==> config.mk <==
export PLATFORM = sky130hd
export DESIGN_NAME = step_map_manager_flat
export DESIGN_NICKNAME = d
export VERILOG_FILES = /design/src/rtl/step_map_manager_pkg.sv /design/src/rtl/step_map_manager_if.sv /design/src/rtl/step_map_manager_level_rom.sv /design/src/rtl/step_map_manager.sv /design/src/flat_wrapper.sv
export SDC_FILE = /design/constraint.sdc
export NUM_CORES = 1
export LEC_CHECK = 0
export ABC_AREA = 1
export CAP_MARGIN = 5
export CELL_PAD_IN_SITES_DETAIL_PLACEMENT = 1
export CELL_PAD_IN_SITES_GLOBAL_PLACEMENT = 1
export CORE_ASPECT_RATIO = 1.5
export CORE_MARGIN = 10
export CORE_UTILIZATION = 30
export DETAILED_ROUTE_END_ITERATION = 8
export PLACE_DENSITY_LB_ADDON = 0.1
export SYNTH_ARGS = -nofsm -noshare
export SYNTH_HDL_FRONTEND = slang
export SYNTH_HIERARCHICAL = 1
export SYNTH_SLANG_ARGS = --single-unit
==> constraint.sdc <==
create_clock -name clk -period 10.1 [get_ports clk]
set_clock_uncertainty 0.1 [all_clocks]
set_input_delay 1.01 -clock clk [delete_from_list [all_inputs] [get_ports clk]]
set_output_delay 1.01 -clock clk [all_outputs]
set_load 0.03 [all_outputs]
==> src/rtl/step_map_manager_pkg.sv <==
// Shared tile types, map geometry and the constant level layouts.
package step_pkg;
  typedef logic [2:0] step_t;
  localparam step_t FREE = 3'b000;
  localparam step_t REGU = 3'b001;

  localparam int NUM_OF_ROWS = 7;
  localparam int NUM_OF_COLS = 10;
  localparam int NUM_LEVELS  = 2;
  localparam int CNT_W       = $clog2(NUM_OF_COLS + 1);

  // Element 0 of a row is column 0 and sits in the most significant slot.
  typedef step_t [0:NUM_OF_COLS-1] row_t;
  typedef logic [CNT_W-1:0] cnt_t;

  localparam row_t LEVEL_ROM [NUM_LEVELS][NUM_OF_ROWS] = '{
    '{
      {3'd0, 3'd0, 3'd0, 3'd0, 3'd0, 3'd0, 3'd0, 3'd0, 3'd0, 3'd0},
      {3'd1, 3'd1, 3'd1, 3'd0, 3'd0, 3'd0, 3'd0, 3'd0, 3'd0, 3'd0},
      {3'd0, 3'd0, 3'd1, 3'd1, 3'd1, 3'd1, 3'd0, 3'd0, 3'd0, 3'd0},
      {3'd0, 3'd0, 3'd0, 3'd0, 3'd0, 3'd0, 3'd0, 3'd1, 3'd1, 3'd0},
      {3'd1, 3'd0, 3'd0, 3'd0, 3'd0, 3'd0, 3'd0, 3'd0, 3'd0, 3'd1},
      {3'd0, 3'd0, 3'd0, 3'd0, 3'd1, 3'd1, 3'd0, 3'd0, 3'd0, 3'd0},
      {3'd0, 3'd1, 3'd0, 3'd0, 3'd0, 3'd0, 3'd0, 3'd0, 3'd1, 3'd0}
    },
    '{
      {3'd2, 3'd2, 3'd2, 3'd2, 3'd0, 3'd0, 3'd0, 3'd0, 3'd0, 3'd0},
      {3'd1, 3'd0, 3'd0, 3'd0, 3'd0, 3'd0, 3'd0, 3'd0, 3'd0, 3'd0},
      {3'd0, 3'd0, 3'd0, 3'd0, 3'd0, 3'd0, 3'd0, 3'd0, 3'd0, 3'd0},
      {3'd0, 3'd0, 3'd0, 3'd0, 3'd0, 3'd0, 3'd0, 3'd0, 3'd0, 3'd0},
      {3'd0, 3'd0, 3'd0, 3'd0, 3'd0, 3'd0, 3'd0, 3'd0, 3'd0, 3'd0},
      {3'd0, 3'd0, 3'd0, 3'd0, 3'd0, 3'd0, 3'd0, 3'd0, 3'd0, 3'd0},
      {3'd0, 3'd0, 3'd0, 3'd0, 3'd0, 3'd0, 3'd0, 3'd0, 3'd0, 3'd3}
    }
  };

  function automatic cnt_t count_steps(input row_t r);
    cnt_t n;
    n = '0;
    for (int c = 0; c < NUM_OF_COLS; c++) begin
      if (r[c] != FREE) n = n + cnt_t'(1);
    end
    return n;
  endfunction
endpackage

==> src/rtl/step_map_manager_if.sv <==
// Query / clear service slot between the game logic and the step map owner.
interface step_map_manager_if;
  import step_pkg::*;

  logic        q_req;
  logic [10:0] q_x;
  logic [10:0] q_y;
  logic        q_ack;
  step_t       q_step_type;

  logic        clr_req;
  logic [10:0] clr_x;
  logic [10:0] clr_y;
  logic        clr_ack;

  modport master (
    output q_req, q_x, q_y, clr_req, clr_x, clr_y,
    input  q_ack, q_step_type, clr_ack
  );

  modport slave (
    input  q_req, q_x, q_y, clr_req, clr_x, clr_y,
    output q_ack, q_step_type, clr_ack
  );
endinterface

==> src/rtl/step_map_manager_level_rom.sv <==
// Combinational level ROM: one layout row plus its non-FREE tile count.
module step_level_rom
  import step_pkg::*;
#(
  parameter int LVL_W = 1,
  parameter int ROW_W = 3
) (
  input  logic [LVL_W-1:0] i_level,
  input  logic [ROW_W-1:0] i_row,
  output row_t             o_row,
  output cnt_t             o_count
);
  assign o_row   = LEVEL_ROM[i_level][i_row];
  assign o_count = count_steps(o_row);
endmodule

==> src/rtl/step_map_manager.sv <==
// Owns the live step map: row-per-cycle level load, registered draw lookup
// and a single query/clear service slot where clears win over queries.
module step_map_manager #(
  parameter int NUM_OF_ROWS = step_pkg::NUM_OF_ROWS,
  parameter int NUM_OF_COLS = step_pkg::NUM_OF_COLS,
  parameter int TILE_SHIFT  = 6,
  parameter int NUM_LEVELS  = step_pkg::NUM_LEVELS
) (
  input  logic                          clk,
  input  logic                          reset,
  input  logic                          start_level,
  input  logic [$clog2(NUM_LEVELS)-1:0] level_sel,
  input  logic [10:0]                   pixelX,
  input  logic [10:0]                   pixelY,
  output step_pkg::step_t               step_type,
  output logic [10:0]                   tileTopLeftX,
  output logic [10:0]                   tileTopLeftY,
  step_map_manager_if.slave             bus,
  output logic                          busy,
  output logic [6:0]                    steps_left,
  output logic                          level_done
);
  import step_pkg::*;

  // state  | meaning
  // S_IDLE | no level loaded yet, requests held
  // S_LOAD | copying one ROM row per cycle, requests held
  // S_RUN  | level live, serving one query or clear per cycle
  localparam logic [1:0] S_IDLE = 2'd0;
  localparam logic [1:0] S_LOAD = 2'd1;
  localparam logic [1:0] S_RUN  = 2'd2;

  localparam int ROW_W = $clog2(NUM_OF_ROWS);
  localparam int COL_W = $clog2(NUM_OF_COLS);
  localparam int LVL_W = $clog2(NUM_LEVELS);
  localparam logic [10:0]      ROWS_11  = 11'(NUM_OF_ROWS);
  localparam logic [10:0]      COLS_11  = 11'(NUM_OF_COLS);
  localparam logic [ROW_W-1:0] LAST_ROW = ROW_W'(NUM_OF_ROWS - 1);

  typedef row_t [NUM_OF_ROWS-1:0] map_t;

  logic [1:0]       r_state;
  logic [ROW_W-1:0] r_row;
  logic [LVL_W-1:0] r_level;
  map_t             r_map;
  step_t            r_step_type;
  step_t            r_q_type;
  logic [10:0]      r_tile_x;
  logic [10:0]      r_tile_y;
  logic             r_q_ack;
  logic             r_clr_ack;
  logic             r_done;
  logic [6:0]       r_steps;

  logic [10:0] w_px_col, w_px_row, w_q_col, w_q_row, w_clr_col, w_clr_row;
  step_t       w_px_type, w_q_type, w_clr_type;
  row_t        w_rom_row;
  cnt_t        w_rom_cnt;
  logic        w_clr_go, w_q_go;

  // Anything outside the grid reads as FREE, which also suppresses writes.
  function automatic step_t map_lookup(input map_t m, input logic [10:0] col,
                                       input logic [10:0] row);
    if (col >= COLS_11 || row >= ROWS_11) return FREE;
    return m[row[ROW_W-1:0]][col[COL_W-1:0]];
  endfunction

  assign w_px_col  = pixelX >> TILE_SHIFT;
  assign w_px_row  = pixelY >> TILE_SHIFT;
  assign w_q_col   = bus.q_x >> TILE_SHIFT;
  assign w_q_row   = bus.q_y >> TILE_SHIFT;
  assign w_clr_col = bus.clr_x >> TILE_SHIFT;
  assign w_clr_row = bus.clr_y >> TILE_SHIFT;

  assign w_px_type  = map_lookup(r_map, w_px_col, w_px_row);
  assign w_q_type   = map_lookup(r_map, w_q_col, w_q_row);
  assign w_clr_type = map_lookup(r_map, w_clr_col, w_clr_row);

  // A request still high in its own ack cycle is the one just served.
  assign w_clr_go = (r_state == S_RUN) && bus.clr_req && !r_clr_ack;
  assign w_q_go   = (r_state == S_RUN) && bus.q_req && !r_q_ack;

  step_level_rom #(
    .LVL_W (LVL_W),
    .ROW_W (ROW_W)
  ) u_rom (
    .i_level (r_level),
    .i_row   (r_row),
    .o_row   (w_rom_row),
    .o_count (w_rom_cnt)
  );

  always_ff @(posedge clk) begin
    if (reset) begin
      r_state     <= S_IDLE;
      r_row       <= '0;
      r_level     <= '0;
      r_map       <= '0;
      r_step_type <= FREE;
      r_q_type    <= FREE;
      r_tile_x    <= '0;
      r_tile_y    <= '0;
      r_q_ack     <= 1'b0;
      r_clr_ack   <= 1'b0;
      r_done      <= 1'b0;
      r_steps     <= '0;
    end else begin
      r_step_type <= w_px_type;
      r_tile_x    <= w_px_col << TILE_SHIFT;
      r_tile_y    <= w_px_row << TILE_SHIFT;
      r_q_ack     <= 1'b0;
      r_clr_ack   <= 1'b0;
      r_done      <= 1'b0;
      if (start_level) begin
        r_state <= S_LOAD;
        r_row   <= '0;
        r_level <= level_sel;
        r_steps <= '0;
      end else begin
        case (r_state)
          S_LOAD: begin
            r_map[r_row] <= w_rom_row;
            r_steps      <= r_steps + 7'(w_rom_cnt);
            if (r_row == LAST_ROW) r_state <= S_RUN;
            else                   r_row   <= r_row + 1'b1;
          end
          S_RUN: begin
            if (w_clr_go) begin
              r_clr_ack <= 1'b1;
              if (w_clr_type != FREE) begin
                r_map[w_clr_row[ROW_W-1:0]][w_clr_col[COL_W-1:0]] <= FREE;
                r_steps <= r_steps - 7'd1;
                r_done  <= (r_steps == 7'd1);
              end
            end else if (w_q_go) begin
              r_q_ack  <= 1'b1;
              r_q_type <= w_q_type;
            end
          end
          default: ;
        endcase
      end
    end
  end

  assign step_type       = r_step_type;
  assign tileTopLeftX    = r_tile_x;
  assign tileTopLeftY    = r_tile_y;
  assign bus.q_ack       = r_q_ack;
  assign bus.q_step_type = r_q_type;
  assign bus.clr_ack     = r_clr_ack;
  assign busy            = (r_state == S_LOAD);
  assign steps_left      = r_steps;
  assign level_done      = r_done;
endmodule

==> src/flat_wrapper.sv <==
// flat-port wrapper written by rule: the top's interface ports become plain ports
module step_map_manager_flat import step_pkg::*;
#(
  parameter int NUM_OF_ROWS = step_pkg::NUM_OF_ROWS,
  parameter int NUM_OF_COLS = step_pkg::NUM_OF_COLS,
  parameter int TILE_SHIFT  = 6,
  parameter int NUM_LEVELS  = step_pkg::NUM_LEVELS
)
  (clk, reset, start_level, level_sel, pixelX, pixelY, step_type, tileTopLeftX, tileTopLeftY, busy, steps_left, level_done, bus_q_req, bus_q_x, bus_q_y, bus_clr_req, bus_clr_x, bus_clr_y, bus_q_ack, bus_q_step_type, bus_clr_ack);
  step_map_manager_if bus_i ();
  input  logic clk;
  input  logic reset;
  input  logic start_level;
  input  logic [$clog2(NUM_LEVELS)-1:0] level_sel;
  input  logic [10:0] pixelX;
  input  logic [10:0] pixelY;
  output step_pkg::step_t step_type;
  output logic [10:0] tileTopLeftX;
  output logic [10:0] tileTopLeftY;
  output logic busy;
  output logic [6:0] steps_left;
  output logic level_done;
  input wire logic [$bits(bus_i.q_req)-1:0] bus_q_req;
  input wire logic [$bits(bus_i.q_x)-1:0] bus_q_x;
  input wire logic [$bits(bus_i.q_y)-1:0] bus_q_y;
  input wire logic [$bits(bus_i.clr_req)-1:0] bus_clr_req;
  input wire logic [$bits(bus_i.clr_x)-1:0] bus_clr_x;
  input wire logic [$bits(bus_i.clr_y)-1:0] bus_clr_y;
  output wire logic [$bits(bus_i.q_ack)-1:0] bus_q_ack;
  output wire logic [$bits(bus_i.q_step_type)-1:0] bus_q_step_type;
  output wire logic [$bits(bus_i.clr_ack)-1:0] bus_clr_ack;
  assign bus_i.q_req = bus_q_req;
  assign bus_i.q_x = bus_q_x;
  assign bus_i.q_y = bus_q_y;
  assign bus_i.clr_req = bus_clr_req;
  assign bus_i.clr_x = bus_clr_x;
  assign bus_i.clr_y = bus_clr_y;
  assign bus_q_ack = bus_i.q_ack;
  assign bus_q_step_type = bus_i.q_step_type;
  assign bus_clr_ack = bus_i.clr_ack;
  step_map_manager #(.NUM_OF_ROWS(NUM_OF_ROWS), .NUM_OF_COLS(NUM_OF_COLS), .TILE_SHIFT(TILE_SHIFT), .NUM_LEVELS(NUM_LEVELS)) u_core (.clk(clk), .reset(reset), .start_level(start_level), .level_sel(level_sel), .pixelX(pixelX), .pixelY(pixelY), .step_type(step_type), .tileTopLeftX(tileTopLeftX), .tileTopLeftY(tileTopLeftY), .bus(bus_i), .busy(busy), .steps_left(steps_left), .level_done(level_done));
endmodule
* Yosys cells after proc, flatten, opt, wreduce, memory -nomap -nowiden
Cells that the tools add are included.
Word-level totals: output and inout port bits 39, bits of input ports 72, bits in registers 254, logic and storage cells 226
Operators by class: reduce and logical (&&, ||, !) cells 36, add/subtract/negate cells 12, order comparisons 18, muxes and demuxes 58, bitwise gates (word level) 12, eq/ne operators 6
Operators with widths (count):
- 2-to-1 mux 210 bit | 4
- one-hot mux 210 bit (2 select lines) | 1
- binary-select mux 30 bit (select 3 bit) | 4
- AND 210 bit | 1
- bitwise mux 210 bit | 1
- 2-to-1 mux 30 bit | 7
- inverter 210 bit | 1
- 2-to-1 mux 209 bit | 1
- demux 30 bit (select 3 bit) | 2
- 2-to-1 mux 3 bit | 13
- adder 4 x 1 -> 4 bit (second input constant) | 9
- binary-select mux 3 bit (select 4 bit) | 3
- 2-to-1 mux 4 bit | 9
- nonzero test 3 bit | 11
- < comparator 3 x 4 -> 1 bit (second input constant) | 4
- greater-or-equal comparator 5 x 3 -> 1 bit (second input constant) | 3
- greater-or-equal comparator 5 x 4 -> 1 bit (second input constant) | 3
- greater-or-equal comparator 5 bit (second input constant) | 3
- inverter 4 -> 5 bit | 3
- 2-to-1 mux 7 bit | 2
- one-hot mux 7 bit (2 select lines) | 1
- demux 3 bit (select 4 bit) | 1
- 2-to-1 mux 1 bit | 9
- AND reduction 4 bit | 2
- 26 further kinds | 44

* Logic depth before layout (Yosys ltp)
Gate-level depths: netlist (run 1).
depth in word-level cells 29, gate-level depth with buffers 39

* By module
The synthesis (run 1) kept the hierarchy.
By module, submodules not included:
- step_map_manager | area an instance 18290.0 um2, times used 1, cells each 3124
- step_level_rom | area an instance 803.3 um2, times used 1, cells each 145

* Least setup slack after synthesis (run 1)
Ideal clock, no wire load.
kind register to register, from reg u_core.r_row[2], to reg u_core.r_steps[6], in the netlist u_core/steps_left[6], cell stages (with the launch flop) 39, slack 4271 ps, data arrival time 5659 ps, buffers on the path 0, data required time 9930 ps, clock period less this slack 5829 ps, path through dfxtp_1 inv_1 nor3_1 a21o_1 nor2_1 ha_1 inv_1 nand2_1 nand2_1 ha_1 nand2_1 and2_1 inv_1 ha_1 o21ai_0 inv_1 ha_1 or2_1 [3 not listed] nand2_1 nand2_1 ha_1 or2_1 a21boi_2 ha_1 nand2_1 nand2_1 inv_1 fa_1 inv_1 nand4_1 o21ai_0 xor2_1 nand2_1 nand2_1 nand4_1 a21oi_1
RTL lines:
- start, declared | line step_map_manager.sv:43 | logic [ROW_W-1:0] r_row;
- start signal, assigned | line step_map_manager.sv:125 | else r_row <= r_row + 1'b1;
- end signal, assigned | line step_map_manager.sv:123 | r_steps <= r_steps + 7'(w_rom_cnt);
- end signal, assigned | line step_map_manager.sv:132 | r_steps <= r_steps - 7'd1;
- end, declared | line step_map_manager.sv:53 | logic [6:0] r_steps;

==> results of run 1 <==
==> area by class of cell <==
cell class,count,area share
flip-flops and latches,242,0.230
clock inverters,16,0.00765
repair buffers,118,0.0485
multi-input cells,2493,0.571
inverters,302,0.0544
clock buffers,41,0.0414
well taps,805,0.0477
==> power breakdown <==
part	internal, mW	total, mW	switching (mW)	leakage (nW)
Clock	0.680	1.19	0.510	0.520
Sequential	0.970	0.980	0.00976	1.96
Combinational	0.120	0.493	0.373	7.54
==> metal layers <==
layer	vias to the layer above	wire length [um]	track usage
met1	11654	43200	0.337
met2	927	50000	0.472
met3	260	6770	0.0325
li1	10636	-	-
met4	0	6210	0.151
met5	-	0	0
==> logic make-up (layout without fill, tap and decap cells) <==
kind of cell,count (synthesis),count (layout),share of synthesized area
AOI/OAI and AO/OA,687,687,0.243
xor gates and xnor gates,8,8,0.00367
adders and majority gates,19,19,0.0128
buffers and inverters,560,477,0.121
DFF,242,242,0.254
muxes,1,1,0.000524
other,2,28,0.000393
and+or+nand+nor,1750,1750,0.364
==> flip-flops by register name, indices dropped and copies added, names as in the netlist <==
name,flops
u_core/r_map,210
u_core/steps_left,7
u_core/tileTopLeftX,5
u_core/tileTopLeftY,5
u_core/bus.q_step_type,3
u_core/r_row,3
u_core/step_type,3
u_core/r_state,2
u_core/bus.clr_ack,1
u_core/bus.q_ack,1
u_core/level_done,1
u_core/r_level,1
==> layout by cell type, fill, tap and decap left out, types with 4 or more instances in the layout <==
master,netlist,final
inv_1,288,284
o211ai_1,45,45
clkbuf_1,142,4
conb_1,2,28
nor2_1,601,599
nor2_2,3,5
o21ai_0,213,213
ha_1,18,18
nand2_1,974,973
nand4_4,6,6
clkbuf_16,0,31
nand4_1,12,12
clkdlybuf4s50_1,0,58
inv_2,7,8
clkbuf_8,0,6
nand2_2,13,14
nand3_2,4,5
buf_4,34,57
a21oi_1,128,128
xor2_1,5,5
o2111ai_1,29,29
nor3_1,5,5
o221ai_1,31,31
clkinv_2,0,12
clkinv_1,7,7
o32ai_1,210,210
dfxtp_1,242,242
nand3_1,124,123
a22oi_1,22,22
==> tightest hold or removal path: cells and delay by family (launching register included) <==
| kind | cells | cell delay (ns) |
|---|---|---|
| simple gates | 1 | 0.06 |
| compound gates | 1 | 0.06 |
| flops | 1 | 0.31 |
==> worst paths after layout <==
path / from / end / slack [ns] / cells past startpoint
setup / recovery: u_core/r_row[2] / u_core/steps_left[6] / 3.12 / 38
hold / removal: u_core/bus.q_step_type[0] / u_core/bus.q_step_type[0] / 0.37 / 2
setup reg to reg: u_core/r_row[2] / u_core/steps_left[6] / 3.12 / 38
hold reg to reg: u_core/bus.q_step_type[0] / u_core/bus.q_step_type[0] / 0.37 / 2
==> metrics by stage <==
| step | cell area, um^2 | power, mW | setup slack (ns) | util | cells |
|---|---|---|---|---|---|
| after floorplan | 19200 | 1.28 | 4.27 | - | 3295 |
| after global placement | 20100 | 1.47 | 3.33 | 0.318 | 3960 |
| after detailed placement | 20100 | 1.48 | 3.13 | 0.318 | 3960 |
| after CTS | 21100 | 2.68 | 3.09 | 0.334 | 4017 |
| after global routing | 21100 | 2.76 | 2.63 | 0.334 | 4017 |
| final | 21100 | 2.66 | 3.12 | 0.334 | 4017 |
==> results.py, run 1 <==
metrics = {
    "status": {
        "status": "complete, no violations",
    },
    "timing": {
        "worstMarginPinSlew_ns": 1.19,
        "fin_crit_sh": 0.691,
        "max_slew_margin": 0.203,
        "timing.fmax_mhz": 143,
        "period_needed_ns": 6.98,
        "rsz0062_at_grt": "false",
        "setup_viol": 0,
        "hold_viol_final": 0,
        "maxSlewViolCount": 0,
        "whs_ns": 0.374,
        "tns_ns": 0,
    },
    "routing": {
        "wl_um": 106000,
        "first_iter_violations": 1943,
        "routedWlPerCell_um": 26.4,
        "routed_via_density": 5.84,
        "drc": 0,
        "num_vias": 23477,
        "dr.pass1.iters": 5,
        "postRouteAntennaNets": 0,
    },
    "global_routing": {
        "gr-total-overflow": 0,
        "grt_start_max_net_pins": 131,
        "grt_pass1_vias": 23696,
        "grt_pass1_wl_um": 156000,
        "grt_usage": 0.278,
        "grt_antenna_before_repair": 0,
    },
    "layout": {
        "fillCellCount": 8338,
        "multi_input_area_um2": 12000,
        "ff_latch_area_um2": 4840,
        "antenna_cells": 0,
        "drive_gt1_frac": 0.0489,
        "area_growth_syn_to_layout_pct": 10.5,
        "nNetsFinal": 3279,
    },
    "clock_network": {
        "cts_root_buffer": "clkbuf_16",
        "cts-resized-gates": 0,
        "cts_setup_buffers": 0,
        "cts_tree": "built",
        "htree_levels": 1,
        "cts_buffer_depth": 3,
        "clk_latency_ns": 0.63,
        "clock_sinks": 242,
        "cts-hold-fix-buffers": 0,
        "cts_buffers": 31,
        "clkTransAtPathRegs_ns": 0.06,
    },
    "synth": {
        "synth.avg_cell_area_um2": 5.84,
        "synth_warnings": 6,
        "ys_seq_area_frac": 0.254,
        "synthCells": 3269,
        "yosysMostFrequentCell": "nand2_1",
        "synth_area_leaders": "dfxtp_1 25%, nand2_1 19%, nor2_1 12%, o32ai_1 9.6%, inv_1 5.7%",
        "synth_top_cell_area_share": 0.254,
        "synth_area_um2": 19100,
        "ys_top_cells_by_count": "974 x nand2_1, 601 x nor2_1, 288 x inv_1, 242 x dfxtp_1, 213 x o21ai_0",
        "async_flop_share": 0,
        "synth-edff-count": 0,
        "ys_types": 44,
        "synthFlopType": "dfxtp_1",
        "synth-seq-cells": 242,
        "yosys.area.top_type": "dfxtp_1",
    },
    "critical_path": {
        "critPathKind": "flip-flop to flip-flop",
        "crit_arrival_ns": 7.42,
        "start_kind": "flip-flop",
        "cpMostUsedCell": "nand2_1",
        "cp_slowest_cell": "dfxtp_1",
        "crit_path_end_kind": "flip-flop",
        "critPathRequiredTime_ns": 10.55,
        "crit_buf_inv": 7,
        "cp_top_family": "adder cells",
        "slowest_delay_ns": 0.44,
        "cp_max_fo": 11,
    },
    "floorplanning": {
        "core-area_um2": 63200,
        "num_io_pins": 111,
        "initial_core_util": 0.302,
        "rows": 113,
        "chipWidth_um": 226,
        "die_h_um": 329,
        "dieArea_um2": 74300,
    },
    "place": {
        "place_congestion": 0.899,
        "post-dp-hpwl_um": 67500,
        "portBuffers": 62,
    },
    "power_and_ir_drop": {
        "peakVddDrop_mv": 0.119,
        "power.density_nw_per_um2": 126,
        "leakage_nw": 10.0,
    },
    "flow_run": {
        "cap_violations": 0,
    },
    "worst_hold_path": {
        "hp-class": "flip-flop to flip-flop",
    },
}
No activity file was read; power rests on OpenSTA's default activity.
==> inputs of run 2 (changes only) <==
==> constraint.sdc (replaced) <==
create_clock -name clk -period 7.3 [get_ports clk]
set_clock_uncertainty 0.1 [all_clocks]
set_input_delay 0.73 -clock clk [delete_from_list [all_inputs] [get_ports clk]]
set_output_delay 0.73 -clock clk [all_outputs]
set_load 0.03 [all_outputs]
==> run 2 against run 1 <==
Sequential power up 39%. Via count down 0.11%. Wire length up 1.8%. Clock power up 50%. Final cell count up 0.15%. Sequential share of layout area down 0.14 points. Register-to-register slack worse by 2.6 ns. Critical path type unchanged. Highest routed layer is now met5.
==> results.py, run 2 (synthesis results as in run 1) <==
metrics = {
    "floorplanning": {
        "num_io_pins": 111,
        "dieArea_um2": 74300,
        "rows": 113,
        "initial_core_util": 0.302,
        "die_h_um": 329,
        "chipWidth_um": 226,
        "core-area_um2": 63200,
    },
    "global_routing": {
        "grt_pass1_wl_um": 158000,
        "grt_start_max_net_pins": 142,
        "grt_pass1_vias": 23744,
        "grt_usage": 0.283,
        "grt_antenna_before_repair": 1,
        "gr-total-overflow": 0,
    },
    "layout": {
        "post-route-util": 0.336,
        "largest_reg_flops": 210,
        "nNetsFinal": 3284,
        "largest-register": "u_core/r_map",
        "multi_input_area_um2": 12000,
        "ff_latch_area_um2": 4840,
        "fillCellCount": 8314,
        "area_growth_syn_to_layout_pct": 11.2,
        "antenna_cells": 0,
        "final_cell_area_um2": 21200,
        "final_common_cell": "nand2_1",
        "final_cell_mix": "973 x nand2_1, 600 x nor2_1, 284 x inv_1, 242 x dfxtp_1, 213 x o21ai_0",
        "drive_gt1_frac": 0.0507,
    },
    "flow_run": {
        "cap_violations": 0,
    },
    "routing": {
        "wl_um": 108000,
        "num_vias": 23452,
        "dr.pass1.iters": 7,
        "first_iter_violations": 1855,
        "drc": 0,
        "routed_via_density": 5.83,
        "routedWlPerCell_um": 26.8,
        "postRouteAntennaNets": 0,
    },
    "place": {
        "portBuffers": 62,
        "postPlaceCellArea_um2": 20100,
        "post-dp-hpwl_um": 69300,
        "place_congestion": 0.907,
    },
    "clock_network": {
        "clkTransAtPathRegs_ns": 0.06,
        "cts_setup_buffers": 0,
        "htree_levels": 1,
        "cts_buffer_depth": 3,
        "clock_sinks": 242,
        "cts-hold-fix-buffers": 0,
        "cts_tree": "built",
        "clk_latency_ns": 0.62,
        "cts_root_buffer": "clkbuf_16",
        "cts_buffers": 31,
        "cts-resized-gates": 0,
    },
    "critical_path": {
        "worst-r2r-cell-count": 38,
        "start_kind": "flip-flop",
        "cpMostUsedCell": "nand2_1",
        "crit_path_end_kind": "flip-flop",
        "critPathKind": "flip-flop to flip-flop",
        "slowest_delay_ns": 0.57,
        "cp_top_family": "adder cells",
        "critPathRequiredTime_ns": 7.74,
        "ff2ff_setup_slack_ns": 0.50,
        "r2r_end": "u_core/steps_left[6]",
        "cp_max_fo": 11,
        "reg2reg_from": "u_core/r_row[2]",
        "crit_arrival_ns": 7.24,
        "crit_buf_inv": 7,
        "cp_slowest_cell": "dfxtp_1",
    },
    "timing": {
        "period_needed_ns": 6.80,
        "tns_ns": 0,
        "timing.fmax_mhz": 147,
        "maxSlewViolCount": 0,
        "hold_viol_final": 0,
        "rsz0062_at_grt": "false",
        "max_slew_margin": 0.161,
        "worstMarginPinSlew_ns": 1.26,
        "setup_viol": 0,
        "fin_crit_sh": 0.931,
    },
    "power_and_ir_drop": {
        "seq_power_share": 0.353,
        "power.density_nw_per_um2": 181,
        "swShare": 0.329,
        "clockPowerShare": 0.467,
        "power_switching_mw": 1.26,
        "peakVddDrop_mv": 0.143,
        "finalPower_mw": 3.83,
        "leakage_nw": 10.1,
        "intPower_mw": 2.57,
        "combPwrFrac": 0.179,
    },
    "worst_hold_path": {
        "hp-start": "u_core/bus.q_step_type[0]",
        "hp-class": "flip-flop to flip-flop",
        "min_to": "u_core/bus.q_step_type[0]",
        "hold_depth": 2,
    },
    "status": {
        "status": "complete, no violations",
    },
}
## run 2: layer usage
layer / track usage / share of wire / vias up
li1: - / - / 10662
met1: 0.328 / 0.39 / 11615
met2: 0.489 / 0.48 / 890
met3: 0.0385 / 0.061 / 283
met4: 0.167 / 0.066 / 2
met5: 0 / 0.00019 / -
## run 2: power by group through the flow
| stage | Clock (mW) | Sequential (mW) | Combinational (mW) |
|---|---|---|---|
| 2_1_floorplan | 0 | 1.39 | 0.388 |
| 3_3_place_gp | 0 | 1.38 | 0.657 |
| 3_5_place_dp | 0 | 1.39 | 0.666 |
| 4_1_cts | 1.83 | 1.36 | 0.669 |
| 5_1_grt | 1.87 | 1.36 | 0.731 |
| 6_report | 1.79 | 1.36 | 0.688 |
## run 2: stage by stage
step | instances | setup WS, ns | hold WS [ns]
after floorplan | 3295 | 1.47 | 0.357
final | 4023 | 0.501 | 0.383
after detailed placement | 3965 | 0.482 | 0.371
after CTS | 4023 | 0.468 | 0.392
after global routing | 4023 | 0.00214 | 0.420
after global placement | 3965 | 0.648 | 0.368
## run 2: layout make-up
class | instances | share of cell area
Clock buffer | 38 | 0.0397
Timing Repair Buffer | 123 | 0.0500
Clock inverter | 20 | 0.0135
Multi-Input combinational cell | 2493 | 0.567
Inverter | 302 | 0.0540
Sequential cell | 242 | 0.228
Tap cell | 805 | 0.0474
## run 2: tightest hold or removal path, stage by stage (launching register included)
cell and delay, ns:
dfxtp_1 0.31, nand2_1 0.06, a21oi_1 0.06
## run 2: how the worst max path moves through the flow
| stage | startpoint | endpoint | slack, ns | cells after the start |
|---|---|---|---|---|
| after floorplan | u_core/r_row[2] | u_core/steps_left[6] | 1.47 | 38 |
| after global placement | u_core/r_row[2] | u_core/steps_left[6] | 0.65 | 38 |
| after detailed placement | u_core/r_row[2] | u_core/steps_left[6] | 0.48 | 38 |
| after CTS | u_core/r_row[2] | u_core/steps_left[6] | 0.47 | 38 |
| after global routing | u_core/r_row[2] | u_core/steps_left[6] | 0.002 | 38 |
| final | u_core/r_row[2] | u_core/steps_left[6] | 0.50 | 38 |
